<file path="config.mk">
export PLATFORM = sky130hd
export DESIGN_NAME = pipe_stage_skid
export DESIGN_NICKNAME = d
export VERILOG_FILES = /design/src/rtl/pipe_pkg.sv /design/src/rtl/sat_counter.sv /design/src/rtl/pipe_stage_skid.sv
export SDC_FILE = /design/constraint.sdc
export NUM_CORES = 1
export LEC_CHECK = 0
export BUFFER_PORTS_ARGS = -buffer_cell sky130_fd_sc_hd__clkbuf_2
export CELL_PAD_IN_SITES_DETAIL_PLACEMENT = 0
export CELL_PAD_IN_SITES_GLOBAL_PLACEMENT = 1
export CORE_ASPECT_RATIO = 1.1
export CORE_MARGIN = 5
export CORE_UTILIZATION = 25
export DETAILED_ROUTE_END_ITERATION = 12
export PLACE_DENSITY = 0.64
export SKIP_LAST_GASP = 1
export SLEW_MARGIN = 20
export SYNTH_ARGS = -nofsm -noshare
export SYNTH_HDL_FRONTEND = slang
export SYNTH_SLANG_ARGS = --single-unit
</file>
<file path="constraint.sdc">
create_clock -name clk -period 1.7 [get_ports clk]
set_input_delay 0.085 -clock clk [delete_from_list [all_inputs] [get_ports clk]]
set_output_delay 0.085 -clock clk [all_outputs]
set_load 0.01 [all_outputs]
</file>
<file path="src/rtl/pipe_pkg.sv">
// Shared pipeline definitions: stage state encoding, per-stage field widths
// and control-field bit positions of the ID/EX latch.
package pipe_pkg;

    typedef enum logic [1:0] {
        ST_EMPTY = 2'd0,
        ST_ONE   = 2'd1,
        ST_TWO   = 2'd2
    } stage_state_e;

    localparam int unsigned IFID_CTRL_W  = 1;
    localparam int unsigned IFID_DATA_W  = 64;
    localparam int unsigned IDEX_CTRL_W  = 11;
    localparam int unsigned IDEX_DATA_W  = 207;
    localparam int unsigned EXMEM_CTRL_W = 5;
    localparam int unsigned EXMEM_DATA_W = 107;
    localparam int unsigned MEMWB_CTRL_W = 2;
    localparam int unsigned MEMWB_DATA_W = 69;

    // ID/EX control layout: {RegWrite, MemToReg, MemWrite, MemRead, aluCtr[3:0], ALUSrcA, ALUSrcB, RegDst}
    localparam int unsigned CTRL_REGWRITE = 10;
    localparam int unsigned CTRL_MEMTOREG = 9;
    localparam int unsigned CTRL_MEMWRITE = 8;
    localparam int unsigned CTRL_MEMREAD  = 7;
    localparam int unsigned CTRL_ALUCTR_H = 6;
    localparam int unsigned CTRL_ALUCTR_L = 3;
    localparam int unsigned CTRL_ALUSRCA  = 2;
    localparam int unsigned CTRL_ALUSRCB  = 1;
    localparam int unsigned CTRL_REGDST   = 0;

    function automatic logic idex_has_write(input logic [IDEX_CTRL_W-1:0] ctrl);
        return ctrl[CTRL_REGWRITE] | ctrl[CTRL_MEMWRITE];
    endfunction

endpackage

</file>
<file path="src/rtl/sat_counter.sv">
// Saturating up-counter with synchronous clear; clear wins over increment.
module sat_counter #(
    parameter int unsigned CNT_W = 16
) (
    input  logic             clk,
    input  logic             inc,
    input  logic             clr,
    output logic [CNT_W-1:0] cnt
);

    always_ff @(posedge clk) begin
        if (clr) begin
            cnt <= '0;
        end else if (inc && (cnt != '1)) begin
            cnt <= cnt + 1'b1;
        end
    end

endmodule

</file>
<file path="src/rtl/pipe_stage_skid.sv">
// Pipeline stage register with valid/ready handshake, 2-entry skid buffer
// (main M drives outputs, skid S holds one extra) and synchronous flush.
module pipe_stage_skid
    import pipe_pkg::*;
#(
    parameter int unsigned CTRL_W    = 11,
    parameter int unsigned DATA_W    = 207,
    parameter int unsigned ZERO_DATA = 1,
    parameter int unsigned CNT_W     = 16
) (
    input  logic              clk,
    input  logic              reset,
    input  logic              in_valid,
    output logic              in_ready,
    input  logic [CTRL_W-1:0] in_ctrl,
    input  logic [DATA_W-1:0] in_data,
    input  logic              flush,
    output logic              out_valid,
    input  logic              out_ready,
    output logic [CTRL_W-1:0] out_ctrl,
    output logic [DATA_W-1:0] out_data,
    output logic [CNT_W-1:0]  stall_cnt
);

    stage_state_e      state_q, state_d;
    logic [CTRL_W-1:0] m_ctrl_q, s_ctrl_q;
    logic [DATA_W-1:0] m_data_q, s_data_q;
    logic              accept, drain;
    logic              load_m_in, load_s_in, move_s_to_m;

    // Handshake flags decode only the state flops, so no ready path is combinational.
    assign in_ready  = (state_q != ST_TWO);
    assign out_valid = (state_q != ST_EMPTY);
    assign accept    = in_valid && in_ready;
    assign drain     = out_valid && out_ready;

    always_ff @(posedge clk) begin
        if (reset) begin
            state_q <= ST_EMPTY;
        end else begin
            state_q <= state_d;
        end
    end

    always_comb begin
        state_d     = state_q;
        load_m_in   = 1'b0;
        load_s_in   = 1'b0;
        move_s_to_m = 1'b0;
        if (flush) begin
            state_d = ST_EMPTY;
        end else begin
            case (state_q)
                ST_EMPTY: begin
                    if (accept) begin
                        load_m_in = 1'b1;
                        state_d   = ST_ONE;
                    end
                end
                ST_ONE: begin
                    if (accept && drain) begin
                        load_m_in = 1'b1;
                    end else if (accept) begin
                        load_s_in = 1'b1;
                        state_d   = ST_TWO;
                    end else if (drain) begin
                        state_d = ST_EMPTY;
                    end
                end
                ST_TWO: begin
                    if (drain) begin
                        move_s_to_m = 1'b1;
                        state_d     = ST_ONE;
                    end
                end
                default: state_d = ST_EMPTY;
            endcase
        end
    end

    always_ff @(posedge clk) begin
        if (reset) begin
            m_ctrl_q <= '0;
            m_data_q <= '0;
            s_ctrl_q <= '0;
            s_data_q <= '0;
        end else begin
            if (load_m_in) begin
                m_ctrl_q <= in_ctrl;
                m_data_q <= in_data;
            end else if (move_s_to_m) begin
                m_ctrl_q <= s_ctrl_q;
                m_data_q <= s_data_q;
            end
            if (load_s_in) begin
                s_ctrl_q <= in_ctrl;
                s_data_q <= in_data;
            end
        end
    end

    // M is left untouched on flush/drain; the bubble is formed at the output instead.
    assign out_ctrl = out_valid ? m_ctrl_q : '0;
    assign out_data = ((ZERO_DATA != 0) && !out_valid) ? '0 : m_data_q;

    sat_counter #(
        .CNT_W(CNT_W)
    ) u_stall_cnt (
        .clk(clk),
        .inc(out_valid && !out_ready && !flush),
        .clr(reset),
        .cnt(stall_cnt)
    );

endmodule

</file>
==> parameters.txt <==
Parameter                              Value

Critical path
  Worst flop-to-flop path endpoint    u_stall_cnt.cnt[6]$_SDFFE_PP0P_
  CP arrival    1.92 ns
  Levels on crit path    5
  End of the critical path    out_data[77]
  Number of buffers and inverters on the critical path    3
  Cell mode on critical path    sky130_fd_sc_hd__buf_12
  Count of cells along the worst register-to-register path    6
  Timing startpoint of the critical path    state_q[1]$_SDFFE_PP0P_
  Type of element launching the critical path    flop
  R2r setup slk    -0.22 ns
  Element type at the critical path end    output port
  Source of the worst register-to-register timing path    state_q[1]$_SDFFE_PP0P_
  Largest fanout on the critical path    26
  Slowest cell delay on critical path    0.35 ns
  Slowest CP cell    sky130_fd_sc_hd__dfxtp_2
  Top cell family by delay on the critical path    buffers and inverters
  Worst setup path category    flop to output port
  List of cells traversed by the critical path    or2_4 -> buf_12 -> buf_12 -> and2_1 -> clkbuf_2
  Critical path required time    1.62 ns

Floorplan
  Die Span Y    292.8 um
  I/O Pins    ~460
  X dimension of the die    267.0 um
  Die footprint    78180 sq um
  Number of core rows    roughly 100
  Initial Util    25.27%
  Std-Cell Core Area    71910 sq um

Power
  VDD IR-drop max    around 0.00064 V
  Leakage power figure    0.01020 uW
  Overall power of the completed layout    24510 uW
  Pwr dens    just over 900 nW/um^2

Synth
  Simple-Gate Fraction of Synth Area    22.81%
  Summed instance area of the synthesized netlist    18170 sq um
  Gate Count Post-Synth    2273
  Synth Flop Type    sky130_fd_sc_hd__dfxtp_1
  Flip-flop and latch count after synthesis    454
  Top-area cell type share of the netlist area    50.02%
  YS warnings    0
  Number of library cell types mapped by synthesis    42
  Cell type with the highest aggregate area in the netlist    sky130_fd_sc_hd__dfxtp_1
  Xor and xnor area share after synthesis    0%
  Post-Synthesis Mean Instance Area    around 8 sq um
  Mux cell area share after synthesis    less than 1%
  Synthesized netlist net count    2497
  Synth Area in Adders    less than 1%
  Share of synthesized flip-flops with an asynchronous set or reset    0%
  Cell types with the largest area share after synthesis    sky130_fd_sc_hd__dfxtp_1, sky130_fd_sc_hd__nand2_1, sky130_fd_sc_hd__a21oi_1, sky130_fd_sc_hd__a22oi_1, sky130_fd_sc_hd__and2_1
  Largest family of logic cells by synthesized area    simple AND/OR/NAND/NOR gates
  Synth Area in Compound Gates    between 20% and 30%
  Sequential cell area fraction in the yosys report    50.02%
  Number of enable flip-flop cells after synthesis    0

Timing
  Worst rel slew slack    66.88%
  Hold Violations, Final    0
  Fin Hold WS    0.2867 ns
  Minimum clock period    2.003 ns
  Final critical-path setup slack    -0.3033 ns
  Slew of the pin with the lowest slew margin    0.4969 ns
  Share of the clock period used by the worst path after layout    117.8%
  Setup-violating endpoint count in the final report    345
  Final Max Slew Viols    0
  Clock Skew    about 0.027 ns
  RSZ-0062 raised after global routing    yes
  Max Fclk    0.4992 GHz
  Setup total negative slack    -55.99 ns

GRT
  Largest net degree at the start of global routing    80
  Total Routing Usage GR    15.39%
  Remaining Overflow, GRT    0
  Number of global-route vias before repair    about 18000
  Antenna violations before repair    9
  Global-route wire length before repair    99260 um

Placed design
  Port Buffers    458
  Setup slack at placement    -0.1148 ns
  Half-perimeter wire length of the detailed placement result    43830 um
  Weighted congestion reported at the end of routability-driven placement    approximately 0.8
  Area of placed instances    ~22000 sq um

Worst hold path
  Type of the worst min-delay path    primary input to flop
  Instance count along the most critical hold path    4

Run status
  Result of the run    finished, violations left
  Violated checks    setup timing

Clock network
  Clock input transition at the sequential cells of the worst setup and hold paths    0.07 ns
  Worst skew pair latency    0.59 ns
  CTS tree    built
  Total CTS buffers    between 50 and 60
  Bufs on Longest Clock Path    3
  Sinks on the clock net    between 400 and 500
  Root Driver    sky130_fd_sc_hd__clkbuf_16
  Maximum level of the CTS H-tree    2

Routing
  DRC violation total after the first TritonRoute iteration    971
  Antenna-violating nets left    0
  DRC violations left    0
  Detailed-route vias per instance    4.678
  DR vias    18351
  Aggregate routed wire length    63880 um
  Drt wl/cell    16.28 um
  Iteration count of the initial detailed-routing pass    5

Layout
  Net total in the final layout    3155
  Fraction of layout instances using a drive strength above 1    a little under a quarter
  Area growth from synthesis to layout    45.21%
  Cell area after layout    26380 sq um

Job
  Max-cap check violation count    0
## state kept, by name, summed over array words and instances (netlist names)
signal / flops
s_data_q: 207
m_ctrl_q: 11
state_q: 2
u_stall_cnt.cnt: 16
s_ctrl_q: 11
m_data_q: 207
## layer usage
metal | routed length (um) | vias up | GRT usage [%]
met5 | 29 | - | 0
met2 | 30650 | 542 | 26.10
li1 | - | 9031 | -
met1 | 27640 | 8683 | 19.98
met4 | 1348 | 4 | 3.811
met3 | 4215 | 91 | 3.360
## cells in the mapped netlist, types with 2 or more instances
library cell and number:
sky130_fd_sc_hd__nand2_1 660, sky130_fd_sc_hd__dfxtp_1 454, sky130_fd_sc_hd__a21oi_1 449, sky130_fd_sc_hd__a22oi_1 218, sky130_fd_sc_hd__and2_1 218, sky130_fd_sc_hd__clkbuf_1 113
sky130_fd_sc_hd__buf_2 54, sky130_fd_sc_hd__buf_1 21, sky130_fd_sc_hd__buf_4 9, sky130_fd_sc_hd__nand3_1 6, sky130_fd_sc_hd__o21ai_0 6, sky130_fd_sc_hd__or4_1 6
sky130_fd_sc_hd__nor3_1 5, sky130_fd_sc_hd__o31ai_1 5, sky130_fd_sc_hd__nand4_1 4, sky130_fd_sc_hd__nor2_1 4, sky130_fd_sc_hd__nor2b_1 4, sky130_fd_sc_hd__nor4_1 4
sky130_fd_sc_hd__inv_1 3, sky130_fd_sc_hd__nand2b_1 3, sky130_fd_sc_hd__or3_1 3, sky130_fd_sc_hd__and3_1 2, sky130_fd_sc_hd__mux2_2 2, sky130_fd_sc_hd__o41ai_1 2
## cells in the final DEF, fill, tap and decap left out, drive strengths merged, types with 2 or more instances in the layout
master         n
buf          129
dfxtp        454
o21ai          6
clkinv         8
or4            6
inv            5
a21oi        449
clkinvlp       2
diode          7
a22oi        218
or3            3
nand3          6
nor4           4
nand2        660
clkbuf       530
nor3           5
o41ai          2
o31ai          5
nor2           4
nand2b         3
mux2           2
bufinv         2
dlygate4sd3  223
nor2b          4
nand4          5
and2         218
or2            2
and3           2
## cells by family (layout without fill, tap and decap cells)
kind of cell / after synthesis / count (layout)
adder cells (fa/ha/maj): 1 / 1
buffers and inverters: 201 / 899
AO/OA/AOI/OAI: 688 / 688
flip-flops: 454 / 454
multiplexers: 3 / 3
other: 0 / 7
AND/OR/NAND/NOR: 926 / 926
## metrics by stage
stage          util, %  cells
5_1_grt          36.68   3919
6_report         36.69   3923
4_1_cts          36.61   3915
3_3_place_gp     30.97   3593
2_1_floorplan        -   2273
3_5_place_dp     30.97   3593
## timing repair
action | 4_1_cts | 5_1_grt
hold buffers | 223 | 0
resized for setup | 17 | 14
pin swaps | 2 | 0
hold endpoints to repair | 449 | 0
gates cloned | 1 | 0
endpoints found under the setup margin | 340 | 638
buffers inserted | 4 | 1
## power breakdown
group | internal (uW) | switching (uW)
Combinational | 1090 | 1150
Sequential | 10900 | 140
Clock | 6700 | 4490
Total | 18700 | 5780
## worst reg2reg max path, stage by stage, from the launching register on
cell and delay [ns]:
sky130_fd_sc_hd__dfxtp_2 0.38, sky130_fd_sc_hd__or2_4 0.19, sky130_fd_sc_hd__buf_4 0.12, sky130_fd_sc_hd__buf_4 0.15, sky130_fd_sc_hd__nand4_2 0.26, sky130_fd_sc_hd__or4_1 0.58, sky130_fd_sc_hd__a21oi_1 0.15
## how the worst min path moves through the flow
stage,startpoint,end,slack (ns)
floorplan,flush,state_q[0]$_SDFFE_PP0P_,0.16
global placement,in_data[49],s_data_q[49]$_SDFFE_PP0P_,0.32
detailed placement,in_data[151],s_data_q[151]$_SDFFE_PP0P_,0.33
CTS,in_data[42],s_data_q[42]$_SDFFE_PP0P_,0.23
global route,in_data[42],s_data_q[42]$_SDFFE_PP0P_,0.26
finish,in_data[10],s_data_q[10]$_SDFFE_PP0P_,0.29
## final cells by class
class                      instances  area, sq um
tap                              945         1182
timing repair buffer             802         6037
fill                            7477        45530
clock buffer                      80         1588
inverter                           3        11.26
antenna                            7        17.52
sequential                       454         9095
multi-input combinational       1618         8317
clock inverter                    14        136.4
(Power assumes the default switching activity.)
